<file path="src/rtl/alu_pipe.sv">
// alu_pipe: valid/ready handshaked ALU with registered result and flags and a shift-add multiplier
module alu_pipe #(
  parameter int WIDTH = 32,
  parameter int CNT_W = $clog2(WIDTH) + 1
) (
  input  logic             clk,
  input  logic             rst,
  input  logic [WIDTH-1:0] i_ul_a,
  input  logic [WIDTH-1:0] i_ul_b,
  input  logic [2:0]       i_u3_sel,
  input  logic             i_bi_valid,
  output logic             o_bi_ready,
  output logic [WIDTH-1:0] o_ul_r,
  output logic             o_bi_zflag,
  output logic             o_bi_cflag,
  output logic             o_bi_vflag,
  output logic             o_bi_nflag,
  output logic             o_bi_valid,
  input  logic             i_bi_ready
);
  typedef enum logic {IDLE, MUL} state_t;
  state_t state_q, state_d;
  logic [WIDTH-1:0] r_q, r_d, mplier_q, mplier_d, alu_r, ld_r;
  logic [2*WIDTH-1:0] mcand_q, mcand_d, acc_q, acc_d;
  logic [CNT_W-1:0] cnt_q, cnt_d;
  logic z_q, z_d, c_q, c_d, v_q, v_d, n_q, n_d, valid_q, valid_d;
  logic alu_c, alu_v, ld, ld_c, ld_v, accept;
  logic [WIDTH:0] sum, diff;
  assign sum = {1'b0, i_ul_a} + {1'b0, i_ul_b};
  assign diff = {1'b0, i_ul_a} - {1'b0, i_ul_b};
  assign o_bi_ready = (state_q == IDLE) && (!valid_q || i_bi_ready);
  assign accept = i_bi_valid && o_bi_ready;
  // Single-cycle result and carry/overflow for every opcode except multiply
  always_comb begin
    alu_r = '0;
    alu_c = 1'b0;
    alu_v = 1'b0;
    case (i_u3_sel)
      3'b000: begin
        alu_r = sum[WIDTH-1:0];
        alu_c = sum[WIDTH];
        alu_v = (i_ul_a[WIDTH-1] == i_ul_b[WIDTH-1]) && (sum[WIDTH-1] != i_ul_a[WIDTH-1]);
      end
      3'b001: alu_r = i_ul_a & i_ul_b;
      3'b010: alu_r = i_ul_a | i_ul_b;
      3'b100: begin
        alu_r = diff[WIDTH-1:0];
        alu_c = diff[WIDTH];
        alu_v = (i_ul_a[WIDTH-1] != i_ul_b[WIDTH-1]) && (diff[WIDTH-1] != i_ul_a[WIDTH-1]);
      end
      3'b101: alu_r = WIDTH'(i_ul_a < i_ul_b);
      3'b110: alu_r = WIDTH'($signed(i_ul_a) < $signed(i_ul_b));
      3'b111: alu_r = i_ul_a ^ i_ul_b;
      default: alu_r = '0;
    endcase
  end
  // Next state: multiplier iteration, result/flag load and output slot occupancy
  always_comb begin
    state_d = state_q;
    mcand_d = mcand_q;
    mplier_d = mplier_q;
    acc_d = acc_q;
    cnt_d = cnt_q;
    ld = 1'b0;
    ld_r = alu_r;
    ld_c = alu_c;
    ld_v = alu_v;
    if (state_q == MUL) begin
      acc_d = acc_q + (mplier_q[0] ? mcand_q : '0);
      mcand_d = mcand_q << 1;
      mplier_d = mplier_q >> 1;
      cnt_d = cnt_q + 1'b1;
      if (cnt_q == CNT_W'(WIDTH - 1)) begin
        ld = 1'b1;
        ld_r = acc_d[WIDTH-1:0];
        ld_c = |acc_d[2*WIDTH-1:WIDTH];
        ld_v = 1'b0;
        state_d = IDLE;
      end
    end else if (accept) begin
      if (i_u3_sel == 3'b011) begin
        state_d = MUL;
        mcand_d = {{WIDTH{1'b0}}, i_ul_a};
        mplier_d = i_ul_b;
        acc_d = '0;
        cnt_d = '0;
      end else begin
        ld = 1'b1;
      end
    end
    r_d = ld ? ld_r : r_q;
    z_d = ld ? ~|ld_r : z_q;
    c_d = ld ? ld_c : c_q;
    v_d = ld ? ld_v : v_q;
    n_d = ld ? ld_r[WIDTH-1] : n_q;
    valid_d = ld || (valid_q && !i_bi_ready);
  end
  // State, datapath and output registers with synchronous reset
  always_ff @(posedge clk) begin
    if (rst) begin
      state_q <= IDLE;
      r_q <= '0;
      z_q <= 1'b0;
      c_q <= 1'b0;
      v_q <= 1'b0;
      n_q <= 1'b0;
      valid_q <= 1'b0;
      mcand_q <= '0;
      mplier_q <= '0;
      acc_q <= '0;
      cnt_q <= '0;
    end else begin
      state_q <= state_d;
      r_q <= r_d;
      z_q <= z_d;
      c_q <= c_d;
      v_q <= v_d;
      n_q <= n_d;
      valid_q <= valid_d;
      mcand_q <= mcand_d;
      mplier_q <= mplier_d;
      acc_q <= acc_d;
      cnt_q <= cnt_d;
    end
  end
  assign o_ul_r = r_q;
  assign o_bi_zflag = z_q;
  assign o_bi_cflag = c_q;
  assign o_bi_vflag = v_q;
  assign o_bi_nflag = n_q;
  assign o_bi_valid = valid_q;
endmodule

</file>
<file path="config.mk">
export PLATFORM = sky130hd
export DESIGN_NAME = alu_pipe
export DESIGN_NICKNAME = d
export VERILOG_FILES = /design/src/rtl/alu_pipe.sv
export SDC_FILE = /design/constraint.sdc
export NUM_CORES = 1
export LEC_CHECK = 0
export ABC_CLOCK_PERIOD_IN_PS = 12260
export BUFFER_PORTS_ARGS = -buffer_cell sky130_fd_sc_hd__buf_4
export CAP_MARGIN = 25
export CORE_AREA = 2 2 219 274
export CTS_BUF_LIST = sky130_fd_sc_hd__clkbuf_4
export DETAILED_ROUTE_END_ITERATION = 6
export DIE_AREA = 0 0 221 276
export PLACE_DENSITY_LB_ADDON = 0.12
export SLEW_MARGIN = 40
export SYNTH_ARGS = -nofsm -noshare
export SYNTH_HDL_FRONTEND = slang
export SYNTH_SLANG_ARGS = --single-unit
</file>
<file path="constraint.sdc">
create_clock -name clk -period 12.26 [get_ports clk]
set_input_delay 1.226 -clock clk [delete_from_list [all_inputs] [get_ports clk]]
set_output_delay 1.226 -clock clk [all_outputs]
set_load 0.01 [all_outputs]
</file>
# Word-level counts from Yosys, hierarchy flattened
# Cells that the tools add are included.
word_totals:
  regBits: 204
  in_bits: 71
classes:
  eq_ne: 12
  order_cmp: 2
  addsub: 4
  muxes: 30
  bitwise_logic: 4
  reduce_logical: 18
ops:
  columns: ["operator", "count"]
  rows:
  - ["$mux W64", 7]
  - ["$pmux W32 S7", 1]
  - ["$mux W31", 3]
  - ["$add A64 B64 Y64", 1]
  - ["$lt A32 B32 Y1", 2]
  - ["$mux W32", 2]
  - ["$reduce_or A32 Y1", 2]
  - ["$add A32 B32 Y33", 1]
  - ["$sub A32 B32 Y33", 1]
  - ["$and A32 B32 Y32", 1]
  - ["$or A32 B32 Y32", 1]
  - ["$xor A32 B32 Y32", 1]
  - ["$mux W6", 3]
  - ["$eq A3 B3 Y1 const B", 4]
  - ["$mux W1", 12]
  - ["$add A6 B1 Y6 const B", 1]
  - ["$eq A3 B2 Y1 const B", 2]
  - ["$eq A6 B5 Y1 const B", 1]
  - ["$logic_and A1 B1 Y1", 5]
  - ["$pmux W1 S2", 2]
  - ["$reduce_and A2 Y1", 2]
  - ["$reduce_bool A2 Y1", 2]
  - ["$eq A3 B1 Y1 const B", 1]
  - ["$logic_not A1 Y1", 3]
  - ["other kinds (6)", 9]

# Longest topological paths before layout
logic_depth:
  word_depth: 7
  depth_mapped: 17

# Least setup slack after synthesis
# No wires, ideal clock.
synth_timing:
  path_kind: "input port to flip-flop"
  from: "input port i_ul_b[3]"
  to: "register z_q (netlist: o_bi_zflag)"
  cell_stages: 14
  slack_ns: 7.837
  n_path_buf: 1
  t_arrival_ns: 4.322
  cell_sequence: "inv_1 -> ha_1 -> clkbuf_1 -> nor3b_1 -> a211oi_1 -> a21oi_1 -> a221oi_1 -> o41ai_1 -> mux2i_1 -> a221o_1 -> a211o_1 -> nor4b_1 -> nand4_1 -> o41ai_1"
synth_between:
  elab_chain_cells: 6
synth_lines:
  columns: ["element", "line", "text"]
  rows:
  - ["start, declared", "9", "input logic [WIDTH-1:0] i_ul_b,"]
  - ["$sub A32 B32 Y33, or another cell as far along", "30", "assign diff = {1'b0, i_ul_a} - {1'b0, i_ul_b};"]
  - ["$pmux W32 S7 *", "38", "case (i_u3_sel)"]
  - ["$mux W32", "73", "if (cnt_q == CNT_W'(WIDTH - 1)) begin"]
  - ["$mux W32 *", "68", "if (state_q == MUL) begin"]
  - ["$reduce_or A32 Y1 *", "92", "z_d = ld ? ~|ld_r : z_q;"]
  - ["$logic_not A1 Y1 *", "92", null]
  - ["end signal, assigned", "115", "z_q <= z_d;"]
  - ["end, declared", "26", "logic z_q, z_d, c_q, c_d, v_q, v_d, n_q, n_d, valid_q, valid_d;"]
# Mark *: on every way between the ends. The rest lies on a longest branch, timed or not.
# A chain may end at the register's enable or synchronous reset.

# Final worst setup path
layout_timing:
  from: "register mplier_q[0]"
  to: "register c_q (netlist: o_bi_cflag)"
layout_between:
  elab_chain_cells: 5
layout_lines:
  columns: ["element", "line", "text"]
  rows:
  - ["start, declared", "23", "logic [WIDTH-1:0] r_q, r_d, mplier_q, mplier_d, alu_r, ld_r;"]
  - ["start signal, assigned", "121", "mplier_q <= mplier_d;"]
  - ["$mux W64", "69", "acc_d = acc_q + (mplier_q[0] ? mcand_q : '0);"]
  - ["$add A64 B64 Y64", "69", null]
  - ["$reduce_or A32 Y1", "76", "ld_c = |acc_d[2*WIDTH-1:WIDTH];"]
  - ["$mux W1", "73", null]
  - ["$mux W1", "68", null]
  - ["end signal, assigned", "104", "c_q <= 1'b0;"]
  - ["end signal, assigned", "116", "c_q <= c_d;"]
  - ["end, declared", "26", null]
# Every way passes these cells.

==> impl_metrics.csv <==
group,metric,value,unit
global_routing,grt_max_degree,79,
clock_network,worstSkewPairLatency,840,ps
status,violations,"design-rule violations",
floorplan,die_h,276,um
floorplan,rows,99,
status,outcome,"finished, violations left",
placed_design,hpwlAfterDp,64130,um
sta,clock_skew,52.83,ps
drt,dr.first_iter.drc_count,1474,
clock_network,clock_path_buffers,3,
worst_setup_path,crit_required,12970,ps
logic_synthesis,syn_area_per_cell,6.983,um^2
worst_setup_path,cp-start-kind,"flop",
clock_network,cts_setup_buffers,0,
logic_synthesis,mappedNetlistArea,18500,um^2
global_routing,grt_pass1_wl,125900,um
sta,max-slew-margin-rel,41.02,%
placed_design,place_area,19820,um^2
cells_and_area,area.growth.synth_to_final,11.22,%
clock_network,cts_sinks,203,
pwr,p_leak,8.380,nW
clock_network,cts_root_buffer,"clkbuf_4",
logic_synthesis,ys_seq_area_share,21.96,%
floorplan,ioPinCount,109,
clock_network,clk_pin_slew,70,ps
global_routing,grt_antenna_before_repair,7,
sta,hold_viol,0,
placed_design,placed_cells_incl_taps,3362,
cells_and_area,fin_area,20580,um^2
global_routing,overflow,0,
logic_synthesis,ys.flop_type,"dfxtp_1",
global_routing,grt_pass1_vias,20087,
logic_synthesis,ys_ff_latch,203,
drt,detail_route.vias_per_cell,5.852,
flow_run,max_cap_violations,0,
global_routing,grt_usage,26.58,%
sta,rsz0062_at_grt,"false",
sta,fin_crit_sh,43.13,%
pwr,peakVddDrop,0.00005064,V
floorplan,start_util,31.72,%
placed_design,gp_congestion,0.9688,
clock_network,cts_tree,"done",
clock_network,cts_resized,0,
sta,period_needed,5288,ps
logic_synthesis,syn_inst,2650,
worst_setup_path,path_max_fanout,34,
logic_synthesis,synth_cell_types,89,
drt,dr.pass1.iters,7,
logic_synthesis,yosysTopAreaCell,"dfxtp_1",
sta,clock.fmax,189.1,MHz
worst_setup_path,end_kind,"flop",
pwr,power.density,87.03,nW/um^2
placed_design,io_buffer_count,108,
drt,routedWlPerCell,24.26,um
logic_synthesis,synth_nets,2889,
floorplan,die_w,221,um
sta,setup_viol,0,
drt,drc,4,
logic_synthesis,synth_top_area_share,21.96,%
cells_and_area,nets,2907,
drt,dr_total_vias,20295,
logic_synthesis,synth_area_leaders,"dfxtp_1 (22%), ha_1 (11%), a21oi_1 (10%)",
worst_setup_path,cp.arrival,6000,ps
sta,tightestPinTransition,877.2,ps
worst_setup_path,crit_type,"flop to flop",
sta,finalSetupTns,0,ps
clock_network,cts_max_level,2,
floorplan,fp.dieArea,61000,um^2
cells_and_area,final_common_cell,"a21oi_1",
clock_network,numCtsBuffers,60,
drt,ant_nets,0,
drt,drt_wl_total,84140,um
logic_synthesis,ys_warn_count,0,
logic_synthesis,ys_async_sr_fraction,0,%
cells_and_area,drive_above_1_share,10.41,%
min_path,hp-class,"flop to flop",
cells_and_area,final_cell_mix,"a21oi_1 (385), nand2_1 (323), nor2_1 (235)",
clock_network,postCtsHoldBufs,0,
cells_and_area,layout.cells.non_filler,3468,
logic_synthesis,synth_edf_count,0,
cells_and_area,fillers,6442,
floorplan,design.core.area,58340,um^2
sta,slew_violations,0,
## sequential cells by signal, summed over array words and instances (netlist names), 6 cells and up
register	cells
acc_q	64
mcand_q	64
mplier_q	32
o_ul_r	32
cnt_q	6
## power breakdown
part / switching, mW / leakage, nW / total [mW] / internal [mW]
Clock: 0.337 / 0.440 / 0.663 / 0.326
Combinational: 0.296 / 6.30 / 0.440 / 0.144
Sequential: 0.0148 / 1.64 / 0.688 / 0.674
## through the flow
step / hold slack, ps / util (%) / setup WS (ps) / power, mW
after global routing: 474.3 / 35.28 / 6568 / 1.887
after global placement: 442.4 / 33.96 / 6552 / 1.136
after detailed placement: 445.0 / 33.97 / 6657 / 1.134
after floorplan: 436.7 / - / 7837 / 0.9577
after CTS: 454.5 / 35.23 / 7017 / 1.819
final: 450.8 / 35.28 / 6972 / 1.791
## area by class of cell
type	instances	area, um^2	area share, %
Multi-Input combinational cell	2145	13340	64.80
Sequential cell	203	4069	19.77
Timing Repair Buffer	134	1026	4.985
Tap cell	757	947.2	4.602
Clock buffer	88	660.6	3.210
Inverter	124	465.4	2.262
Clock inverter	16	73.82	0.3587
Antenna cell	1	2.502	0.01216
## cells by family (layout without fill, tap and decap cells)
kind of cell             after synthesis  in the layout  share of synthesized area (%)
AND/OR/NAND/NOR                      990            990                          25.38
AO/OA/AOI/OAI                        895            895                          30.41
other                                  0              1                              0
XOR/XNOR                              75             75                          3.550
flip-flops                           203            203                          21.96
multiplexers                          17             17                         0.9331
adder cells (fa/ha/maj)              168            168                          11.48
buffers and inverters                302            362                          6.282
## layer usage
layer / routed length [um] / GRT usage (%) / up-vias
met5: 13 / 0 / -
met4: 4068 / 12.20 / 2
met3: 3722 / 3.146 / 190
met2: 42420 / 48.14 / 639
met1: 33910 / 31.07 / 9854
li1: - / - / 9610
## worst max-delay path, cell delays in order (launching register included)
cell      delay, ps
dfxtp_2         650
buf_4           420
and2_1          190
ha_1            180
fa_1            220
a21o_1          160
a221oi_2         90
or3_1           530
a21oi_1         600
o21ai_0         280
o31ai_2         360
mux2i_1         220
nor4b_1         330
nand4_1         130
or4_1           540
o31a_1          250
## synthesized netlist by cell type, drive strengths merged, types with 27 or more instances
cell type,instances
dfxtp,203
nor2,239
a211oi,41
a21o,34
and2,75
xor2,27
inv,123
a31oi,28
a22oi,59
a21oi,386
o21ai,121
o31ai,30
nand3,107
xnor2,48
o211ai,29
nand2,324
nor3,45
ha,165
clkbuf,148
and3,29
buf,30
nand4,49
## final timing paths
path | startpoint | end | slack, ps | cells past startpoint
min | o_ul_r[8] | o_ul_r[8] | 450 | 2
max reg2reg | mplier_q[0] | o_bi_cflag | 6970 | 15
min reg2reg | o_ul_r[8] | o_ul_r[8] | 450 | 2
max | mplier_q[0] | o_bi_cflag | 6970 | 15
No activity file was read; power rests on OpenSTA's default activity.
